==> src/rtl/panel_pkg.sv <==
// Shared constants and state type for the front-panel key sequencer.
package panel_pkg;

    localparam int NKEYS_DEFAULT = 6;

    localparam int KEY_START    = 0;
    localparam int KEY_LOAD_ADD = 1;
    localparam int KEY_DEP      = 2;
    localparam int KEY_EXAM     = 3;
    localparam int KEY_CONT     = 4;
    localparam int KEY_STOP     = 5;

    typedef enum logic [1:0] {
        IDLE = 2'd0,
        FIRE = 2'd1,
        HELD = 2'd2,
        GAP  = 2'd3
    } state_e;

endpackage

==> src/rtl/panel_keys.sv <==
// Front-panel key sequencer: one strobe per press, release holdoff, run interlock.
// Optional auto-repeat of DEP/EXAM when PANEL_KEY_REPEAT_EN is defined.
module panel_keys
    import panel_pkg::*;
#(
    parameter int NKEYS         = NKEYS_DEFAULT,
    parameter int HOLDOFF       = 1000,
    parameter int REPEAT_DELAY  = 25000000,
    parameter int REPEAT_PERIOD = 5000000
) (
    input  logic             clk,
    input  logic             rst,
    input  logic [NKEYS-1:0] keys_in,
    input  logic             run,
    output logic [NKEYS-1:0] key_strobe,
    output logic             busy
);

    localparam int CMAX = (HOLDOFF > REPEAT_DELAY) ? HOLDOFF : REPEAT_DELAY;
    // One spare code above CMAX so the saturated value never equals a compare point.
    localparam int CW   = $clog2(CMAX + 2);
    localparam int SW   = (NKEYS > 1) ? $clog2(NKEYS) : 1;

    localparam logic [CW-1:0]    CNT_MAX   = '1;
    localparam logic [CW-1:0]    HOLD_END  = CW'(HOLDOFF - 1);
    localparam logic [NKEYS-1:0] STOP_MASK = NKEYS'(1) << KEY_STOP;

    state_e            state_q, state_d;
    logic [SW-1:0]     sel_q, sel_d;
    logic [CW-1:0]     hold_q, hold_d, hold_inc;
    logic [NKEYS-1:0]  strobe_q, strobe_d;
    logic              busy_q, busy_d;
    logic [NKEYS-1:0]  eligible;
    logic [SW-1:0]     low_idx;
    logic              rpt_fire;

    assign eligible = run ? (keys_in & STOP_MASK) : keys_in;
    assign hold_inc = (hold_q == CNT_MAX) ? hold_q : hold_q + CW'(1);

    always_comb begin
        low_idx = '0;
        for (int i = NKEYS - 1; i >= 0; i--) begin
            if (eligible[i]) low_idx = SW'(i);
        end
    end

`ifdef PANEL_KEY_REPEAT_EN
    localparam logic [CW-1:0] RPT_FIRST  = CW'(REPEAT_DELAY);
    localparam logic [CW-1:0] RPT_RELOAD = CW'(REPEAT_DELAY - REPEAT_PERIOD);

    logic [CW-1:0]    rpt_q, rpt_d, rpt_inc;
    logic [NKEYS-1:0] sel_mask;
    logic             rpt_key;

    assign sel_mask = NKEYS'(1) << sel_q;
    assign rpt_key  = (sel_q == SW'(KEY_DEP)) || (sel_q == SW'(KEY_EXAM));
    assign rpt_inc  = (rpt_q == CNT_MAX) ? rpt_q : rpt_q + CW'(1);

    // rpt_q tracks cycles since FIRE; parking it at CNT_MAX disarms repeats for the rest of the hold.
    always_comb begin
        rpt_d    = rpt_q;
        rpt_fire = 1'b0;
        if (state_q == FIRE) begin
            rpt_d = CW'(1);
        end else if (state_q == HELD) begin
            if (run || !rpt_key || ((keys_in & sel_mask) == '0)) begin
                rpt_d = CNT_MAX;
            end else if (rpt_inc == RPT_FIRST) begin
                rpt_fire = 1'b1;
                rpt_d    = RPT_RELOAD;
            end else begin
                rpt_d = rpt_inc;
            end
        end
    end

    always_ff @(posedge clk) begin
        if (rst) rpt_q <= '0;
        else     rpt_q <= rpt_d;
    end
`else
    assign rpt_fire = 1'b0;
`endif

    always_ff @(posedge clk) begin
        if (rst) begin
            state_q  <= HELD;
            sel_q    <= '0;
            hold_q   <= '0;
            strobe_q <= '0;
            busy_q   <= 1'b1;
        end else begin
            state_q  <= state_d;
            sel_q    <= sel_d;
            hold_q   <= hold_d;
            strobe_q <= strobe_d;
            busy_q   <= busy_d;
        end
    end

    always_comb begin
        state_d = state_q;
        sel_d   = sel_q;
        hold_d  = hold_q;
        unique case (state_q)
            IDLE: begin
                if (eligible != '0) begin
                    state_d = FIRE;
                    sel_d   = low_idx;
                end
            end
            FIRE: state_d = HELD;
            HELD: begin
                if (keys_in == '0) begin
                    state_d = GAP;
                    hold_d  = '0;
                end
            end
            GAP: begin
                if (keys_in != '0) begin
                    state_d = HELD;
                end else begin
                    hold_d = hold_inc;
                    if (hold_inc >= HOLD_END) state_d = IDLE;
                end
            end
            default: state_d = HELD;
        endcase
    end

    // Outputs are registered, so decode from next state to land the strobe in the FIRE cycle.
    always_comb begin
        strobe_d = '0;
        if (state_d == FIRE) strobe_d = NKEYS'(1) << sel_d;
        else if (rpt_fire)   strobe_d = NKEYS'(1) << sel_q;
        busy_d = (state_d != IDLE);
    end

    assign key_strobe = strobe_q;
    assign busy       = busy_q;

endmodule

==> config.mk <==
export PLATFORM = sky130hd
export DESIGN_NAME = panel_keys
export DESIGN_NICKNAME = d
export VERILOG_FILES = /design/src/rtl/panel_pkg.sv /design/src/rtl/panel_keys.sv
export SDC_FILE = /design/constraint.sdc
export NUM_CORES = 1
export LEC_CHECK = 0
export BUFFER_PORTS_ARGS = -buffer_cell sky130_fd_sc_hd__buf_2
export CORE_MARGIN = 2
export CORE_UTILIZATION = 32
export CTS_CLUSTER_DIAMETER = 60
export CTS_CLUSTER_SIZE = 8
export DETAILED_ROUTE_END_ITERATION = 10
export GPL_TIMING_DRIVEN = 1
export PLACE_DENSITY = 0.59
export SLEW_MARGIN = 20
export SYNTH_ARGS = -nofsm -noshare
export SYNTH_HDL_FRONTEND = slang
export SYNTH_SLANG_ARGS = --single-unit
==> constraint.sdc <==
create_clock -name clk -period 3.8 [get_ports clk]
set_input_delay 0.57 -clock clk [delete_from_list [all_inputs] [get_ports clk]]
set_output_delay 0.57 -clock clk [all_outputs]
set_load 0.02 [all_outputs]
* Word level (Yosys, flattened, before mapping)
Index checks and enable logic that the tools add are counted.
** Word-level totals
- ROM bits :: 0
- Bits of input ports :: 9
- Bits in latches :: 0
- Memories :: 0
- Output and inout port bits :: 7
- Bits in registers :: 37
- Word-level logic and storage cells :: 42
- RAM bits :: 0
** Cells by class
- Reduce and logical (&&, ||, !) cells :: 8
- Bitwise gates (word level) :: 1
- Equality and inequality tests :: 7
- Multiply operators :: 0
- Magnitude comparators :: 1
- Shifts and indexed selects :: 1
- Divide/modulo/power cells :: 0
- $add $sub $neg :: 1
- Mux-type cells :: 18
** Operators with widths (number)
- $mux 25 :: 3
- $pmux 25 s2 :: 1
- $add 25x1->25 const B :: 1
- $eq 25x25->1 const B :: 1
- $ge 25x10->1 const B :: 1
- $mux 3 :: 8
- $reduce_bool 6->1 :: 2
- $mux 2 :: 4
- $pmux 2 s4 :: 1
- $logic_not 6->1 :: 1
- $shl 1x3->6 const A :: 1
- $mux 5 :: 1
- $eq 2x1->1 const B :: 2
- $eq 2x2->1 const B :: 2
- $ne 2x2->1 const B :: 2
- $reduce_bool 2->1 :: 2
- $reduce_and 3->1 :: 1
- $logic_not 2->1 :: 1
- $reduce_or 2->1 :: 1
- $not 1->1 :: 1

* Logic depth before layout (Yosys ltp)
Gate-level depths: netlist (run 1).
- Depth after elaboration :: 9
- Mapped depth :: 9
- Gate-level depth less buffers :: 8

* Worst setup path after synthesis (run 1)
Ideal clock, no wire load.
- Path kind :: register to register
- From :: reg hold_q[0]
- To :: reg state_q[1]
- Cell stages (with the launch flop) :: 10
- Buffers on the path :: 1
- Arrival time :: 3.172 ns
- Setup slack :: 0.543 ns
- Clock period less this slack :: 3.257 ns
- Library setup time :: 0.084 ns
- Required time :: 3.716 ns
- Cell sequence :: dfxtp_1 -> ha_1 -> clkbuf_1 -> nand2_1 -> nor4_1 -> nand3_1 -> xnor2_1 -> or4_1 -> or4_4 -> o31ai_2
** Between the ends
- Word-level cells in the longest chain between the ends :: 6
- Elaborated cells between the ends (all ways) :: 7
- Those cells by class :: 1 x add/sub; 1 x order compare; 1 x eq/ne; 4 x mux
** RTL lines
- from (decl) :: RTL line panel_keys.sv:30 : logic [CW-1:0] hold_q, hold_d, hold_inc;
- from (signal assigned) :: RTL line panel_keys.sv:95 : hold_q <= hold_d;
- $add 25x1->25 / $eq 25x25->1 (equally long branches) :: RTL line panel_keys.sv:38 : assign hold_inc = (hold_q == CNT_MAX) ? hold_q : hold_q + CW'(1);
- $mux 25 * :: RTL line panel_keys.sv:38
- $ge 25x10->1 * :: RTL line panel_keys.sv:124 : if (hold_inc >= HOLD_END) state_d = IDLE;
- $mux 2 * :: RTL line panel_keys.sv:124
- $mux 2 * :: RTL line panel_keys.sv:120 : if (keys_in != '0) begin
- $pmux 2 s4 * :: RTL line panel_keys.sv:105 : unique case (state_q)
- to (signal assigned) :: RTL line panel_keys.sv:93 : state_q <= state_d;
- to (decl) :: RTL line panel_keys.sv:28 : state_e state_q, state_d;
Mark *: on every way between the ends. The rest lies on a longest branch, timed or not.
A chain may end at the register's enable or synchronous reset.

* Worst setup path after layout (run 1)
- From :: reg hold_q[18]
- To :: reg state_q[1]
The elaborated chain is that of the path after synthesis.

==> results of run 1 <==
==> power groups by stage <==
stage	Sequential, uW	Combinational, uW	Clock [uW]
3_5_place_dp	386	21.6	0
6_report	377	21.7	288
3_3_place_gp	386	21.4	0
2_1_floorplan	386	13.2	0
4_1_cts	377	21.7	297
5_1_grt	377	24.2	312
==> area by class of cell <==
class / instances / area (um2)
well taps: 102 / 128
repair buffers: 21 / 120
fillers: 833 / 4950
flip-flops and latches: 36 / 721
clock buffers: 5 / 68.8
clock inverters: 3 / 23.8
inverters: 8 / 30.0
multi-input cells: 260 / 1560
==> synth_stat cells, drive strengths merged, types with 9 or more instances <==
cell type and number:
nand2 37, dfxtp 36, a21oi 35, nor2 32, nand3 19, o21ai 18, clkbuf 17, nor3 13
nor4 10, xnor2 10, nand4 9
==> kinds of logic after synthesis <==
kind of cell,share of synthesized area
AOI/OAI and AO/OA,0.224
xor gates and xnor gates,0.0391
adders and majority gates,0.00508
buffers and inverters,0.0741
DFF,0.292
muxes,0.0127
and+or+nand+nor,0.352
==> routing by layer <==
layer | track usage | vias up
met1 | 0.225 | 1115
met5 | 0 | -
met2 | 0.249 | 52
li1 | - | 1215
met3 | 0.0271 | 5
met4 | 0.0522 | 0
==> path summary, 6_finish.rpt <==
path / end / slack [ns] / cells after the start
worst min register to register: hold_q[22] / 0.52 / 2
worst min-delay path: hold_q[22] / 0.52 / 2
worst max-delay path: state_q[1] / 0.61 / 7
worst max register to register: state_q[1] / 0.61 / 7
==> placed cells by master (no fill, tap or decap), types with 8 or more instances in the layout <==
master	Yosys	final
inv_1	8	8
a21oi_1	35	35
xnor2_1	10	10
dfxtp_1	36	36
nor3_1	13	13
nand3_1	18	18
nand2_1	37	37
buf_2	2	15
o21ai_0	18	18
nor2_1	32	32
nor4_1	8	8
==> metrics by stage <==
| stage | power (uW) | hold WS [ns] | area (um2) |
|---|---|---|---|
| 5_1_grt | 713 | 0.557 | 2650 |
| 2_1_floorplan | 399 | 0.478 | 2460 |
| 6_report | 687 | 0.525 | 2650 |
| 3_5_place_dp | 407 | 0.512 | 2560 |
| 4_1_cts | 696 | 0.525 | 2650 |
| 3_3_place_gp | 407 | 0.503 | 2560 |
==> state kept, by name, summed over array words and instances (netlist names) <==
register	flops
busy	1
sel_q	2
key_strobe	6
state_q	2
hold_q	25
==> critical path, delay by kind of cell, from the launching register on <==
family	cells	cell delay, ns
flip-flops	1	0.45
AND/OR/NAND/NOR	4	1.78
XOR/XNOR	1	0.18
AO/OA/AOI/OAI	2	0.68
==> results by group, run 1 <==
Floorplan
  • DIE AREA: 8420 um2
  • IO Count: 16
  • Core area: 7610 um2
  • Die width: 91.8 um
  • Starting density of the core: 0.324
  • Cell Rows: 32
  • Chip Height: 91.8 um

Global route
  • Gr ovfl total: 0
  • Vias in the first global route: 2,149
  • Total GRT Usage: 0.160
  • Initial antenna violation count: 0
  • First-pass GRT wire length: 11.0 mm
  • Largest net degree at the start of global routing: 36

Min path
  • Type of the tightest min-delay check: reg2reg
  • Worst hold start: hold_q[22]

Layout
  • # diodes: 0
  • Post-route insts no fill: 435
  • Final nets: 342
  • Fraction of layout cells with a size suffix above 1: 0.144
  • Fin util: 0.349
  • Synth-to-Final Area Change: 7.61%

Logic synthesis
  • Synth Net Count: 337
  • Avg Cell Area, Syn: 7.54 um2
  • Yosys warning count: 0
  • Post-synth top flop: dfxtp_1
  • Area contributors post-synth: dfxtp_1 29%, a21oi_1 7.1%, nand2_1 5.6%, nor2_1 4.9%, nand3_1 3.7%
  • Post-synth top area cell: dfxtp_1
  • Seq/Total Area, Yosys: 0.292
  • Mapped cell area: 2460 um2
  • Synthesized flop and latch total: 36
  • Yosys cell types: 61
  • Post-synthesis async set-or-reset flop share: 0
  • Post-synth EDFFs: 0
  • Cell count after synthesis: 327
  • Post-synth top area share: 0.292

Routing
  • Met3 WL: 204 um
  • Vias per inst: 5.49
  • Routed WL per cell: 14.8 um
  • Number of DRC markers in iteration 0: 203
  • Top Metal Used: met4
  • Met2 routed WL: 3.05 mm
  • Routed met1 length: 3.13 mm
  • WL final: 6.45 mm
  • Drt first pass iters: 4
  • DRC errors left: 0
  • Routed vias: 2,387
  • DRT antenna net count: 0

Outcome
  • Status: completed

Clock network
  • Post-CTS sizing: 0
  • Reg clk slew, reported paths: 0.09 ns
  • H-tree Lvls: 2
  • Num Clock Sinks: 36
  • Setup repair bufs after CTS: 0
  • TritonCTS clock tree: built
  • Max clock buf depth: 2
  • Clk_lat worst skew: 0.30 ns
  • Number of buffers created by CTS: 5
  • Clock root cell: clkbuf_8
  • Hold Buf Count CTS: 0

Timing
  • Final cycle utilization of the critical path: 0.838
  • Slew Limit Fails: 0
  • Final hold vios: 0
  • Worst-margin pin slew: 0.746 ns
  • RSZ-0062 raised after global routing: false
  • Setup Viol. Count Final: 0
  • Skew final: 0.00768 ns
  • Fmax: 0.314 GHz
  • Setup WS post-layout: 0.614 ns
  • Fin crit period: 3.19 ns
  • Post-route setup TNS: 0 ns
  • Rel. slew slack: 0.501

Pwr
  • Int Power: 513 uW
  • Sequential Power Share: 0.549
  • Clock network power share: 0.420
  • Peak supply drop: 0.118 mV
  • Switching power: 174 uW
  • Pwr Density: 259 nW/um2
  • Switching Share: 0.253
  • Comb pwr share: 0.032
  • Leakage: 0.000806 uW

Placement
  • RePlAce Congestion: 0.885
  • DP Worst Slack: 0.680 ns
  • Port bufs: 15
  • Cells after DPL: 427
  • DP HPWL: 4.53 mm

Critical path
  • CP Data Arrival Time: 3.40 ns
  • Worst Setup Start Kind: flip-flop
  • Setup CP Type: reg2reg
  • CP Capture Type: flip-flop
  • Critical Path RT: 4.01 ns
  • Critical path's slowest cell: or4_2
  • Worst stage delay on the critical path: 0.76 ns
  • Reg2reg start: hold_q[18]
  • Worst path cell trace: nand4_1, or4_2, a2111oi_2, xnor2_1, nand3_1, or4_4, o31ai_2
  • Crit path max fanout: 9
  • Worst setup path start: hold_q[18]

Job
  • Max-Cap Viols: 0
No activity file was read; power rests on OpenSTA's default activity.
==> inputs of run 2 (changes only) <==
--- a/config.mk
+++ b/config.mk
@@ -12,7 +12,7 @@
 export CTS_CLUSTER_SIZE = 8
 export DETAILED_ROUTE_END_ITERATION = 10
 export GPL_TIMING_DRIVEN = 1
-export PLACE_DENSITY = 0.59
+export PLACE_DENSITY = 0.6
 export SLEW_MARGIN = 20
 export SYNTH_ARGS = -nofsm -noshare
 export SYNTH_HDL_FRONTEND = slang
==> constraint.sdc (replaced) <==
create_clock -name clk -period 2.7 [get_ports clk]
set_input_delay 0.405 -clock clk [delete_from_list [all_inputs] [get_ports clk]]
set_output_delay 0.405 -clock clk [all_outputs]
set_load 0.02 [all_outputs]
==> run 2 against run 1 <==
- clock skew rose by 0.00075 ns
- hold slack worse by 0.0050 ns
- sequential power up 41%
- non-clock buffer count grew 47
- final cell count increased by 11%
- sequential share of layout area is 3.5 points lower
- utilization rose by 5.7 points
- fmax increased by 23%
- count of clock-buffer cells in the layout did not move
- design area grew 16%
- setup slack got worse by 0.51 ns
- critical endpoint unchanged
- largest power group unchanged
- highest routed layer unchanged
==> results by group, run 2 (same netlist as run 1, synthesis figures left out) <==
Critical path
  • CP Capture Type: flip-flop (unchanged)
  • Crit path max fanout: 3 (was 9)
  • Critical Path RT: 2.92 ns (was 4.01 ns)
  • Setup CP Type: reg2reg (unchanged)
  • CP Data Arrival Time: 2.82 ns (was 3.40 ns)
  • Worst Setup Start Kind: flip-flop (unchanged)

Clock network
  • Clk_lat worst skew: 0.30 ns (about the same)
  • Num Clock Sinks: 36 (unchanged)
  • TritonCTS clock tree: built (unchanged)
  • Hold Buf Count CTS: 0 (unchanged)
  • Reg clk slew, reported paths: 0.08 ns (was 0.09 ns)
  • Number of buffers created by CTS: 5 (unchanged)
  • Clock root cell: clkbuf_8 (unchanged)
  • H-tree Lvls: 2 (unchanged)
  • Max clock buf depth: 2 (unchanged)

Floorplan
  • Cell Rows: 32 (unchanged)
  • IO Count: 16 (unchanged)
  • Starting density of the core: 0.324 (unchanged)
  • DIE AREA: 8420 um2 (unchanged)
  • Die width: 91.8 um (unchanged)
  • Core area: 7610 um2 (unchanged)
  • Chip Height: 91.8 um (unchanged)

Timing
  • Final hold vios: 0 (unchanged)
  • Post-route setup TNS: 0 ns (unchanged)
  • Worst-margin pin slew: 0.674 ns (was 0.746 ns)
  • Rel. slew slack: 0.551 (was 0.501)
  • Slew Limit Fails: 0 (unchanged)
  • Fin crit period: 2.60 ns (was 3.19 ns)
  • Skew final: 0.00843 ns (was 0.00768 ns)
  • Fmax: 0.385 GHz (was 0.314 GHz)
  • Setup Viol. Count Final: 0 (unchanged)
  • Final cycle utilization of the critical path: 0.962 (was 0.838)
  • RSZ-0062 raised after global routing: false (unchanged)

Placement
  • Port bufs: 15 (unchanged)
  • DP HPWL: 5.16 mm (was 4.53 mm)
  • RePlAce Congestion: 0.845 (was 0.885)

Global route
  • Initial antenna violation count: 0 (unchanged)
  • Gr ovfl total: 0 (unchanged)
  • Total GRT Usage: 0.179 (was 0.160)
  • First-pass GRT wire length: 12.3 mm (was 11.0 mm)
  • Vias in the first global route: 2,528 (was 2,149)
  • Largest net degree at the start of global routing: 36 (unchanged)

Outcome
  • Status: completed (unchanged)

Pwr
  • Design Power: 952 uW (was 687 uW)
  • Leakage: 0.00110 uW (was 0.000806 uW)
  • Peak supply drop: 0.141 mV (was 0.118 mV)
  • Pwr Density: 308 nW/um2 (was 259 nW/um2)

Layout
  • Synth-to-Final Area Change: 25.2% (was 7.61%)
  • Fraction of layout cells with a size suffix above 1: 0.297 (was 0.144)
  • Final nets: 389 (was 342)
  • Commonest non-fill, non-tap cells in the layout: 53 x buf_4, 36 x nand2_1, 35 x a21oi_1 (was 37 x nand2_1, 36 x dfxtp_1, 35 x a21oi_1)
  • Register area: 732 um2 (was 721 um2)
  • Largest Register: hold_q (unchanged)
  • Commonest non-fill, non-tap cell in the layout: buf_4 (was nand2_1)
  • Area of the multi-input gates: 1640 um2 (was 1560 um2)
  • Filler cells: 769 (was 833)
  • Fin util: 0.406 (was 0.349)
  • Max FFs per register: 25 (unchanged)
  • # diodes: 0 (unchanged)

Routing
  • WL final: 7.17 mm (was 6.45 mm)
  • Routed vias: 2,625 (was 2,387)
  • DRC errors left: 0 (unchanged)
  • Vias per inst: 5.45 (was 5.49)
  • Routed WL per cell: 14.9 um (was 14.8 um)
  • DRT antenna net count: 0 (unchanged)
  • Drt first pass iters: 4 (unchanged)
  • Number of DRC markers in iteration 0: 195 (was 203)

Job
  • Max-Cap Viols: 0 (unchanged)

Min path
  • Type of the tightest min-delay check: reg2reg (unchanged)
run 2: cell types whose count changed in the layout (fill, tap and decap cells not counted), sizes merged:
cell / before / now
buf: 21 / 68
clkinv: 1 / 3
clkinvlp: 2 / 0
run 2: final timing paths:
path         cells past startpoint  startpoint  slack (ns)    endpoint
max reg2reg                      8   hold_q[0]        0.10  state_q[1]
max                              8   hold_q[0]        0.10  state_q[1]
min                              2  hold_q[21]        0.52  hold_q[21]
min reg2reg                      2  hold_q[21]        0.52  hold_q[21]
run 2: critical path, cell delays in order, from the launching register on:
cell      delay (ns)
dfxtp_2         0.34
ha_2            0.18
nand4_1         0.10
or4_4           0.44
a211oi_2        0.15
o22ai_1         0.10
or4_1           0.50
or4_4           0.54
o31ai_2         0.18
run 2: where the power goes:
part / switching, uW / leakage (uW) / internal [uW]
sequential: 0.0510 / 0.000295 / 530
combinational: 21.9 / 0.000753 / 9.14
clock: 211 / 0.0000479 / 180
total: 233 / 0.00110 / 719
run 2: layer usage:
metal	track usage	part of all wire
met4	0.0522	0.016
met1	0.240	0.47
met3	0.0353	0.054
met2	0.294	0.46
met5	0	0
run 2: cell type report:
cell class                      count  area share
Timing Repair Buffer               68       0.153
Clock inverter                      3     0.00608
Clock buffer                        5      0.0223
Inverter                            8     0.00973
Multi-Input combinational cell    260       0.530
Sequential cell                    36       0.237
Tap cell                          102      0.0413
run 2: metrics by stage:
stage | hold slack (ns) | setup slack [ns] | instance area (um2) | cells
after floorplan | 0.478 | 0.000290 | 2510 | 327
after global placement | 0.509 | 0.0246 | 2940 | 472
after detailed placement | 0.523 | 0.00294 | 2940 | 472
final | 0.520 | 0.102 | 3090 | 482
after global routing | 0.538 | 0.00418 | 3090 | 482
after CTS | 0.534 | 0.00342 | 3060 | 482
run 2: repair_timing:
item,in CTS,in global routing
pin swaps,2,9
buffers inserted,2,0
cloned,0,0
endpoints found under the setup margin,2,3
gates resized for setup,5,13
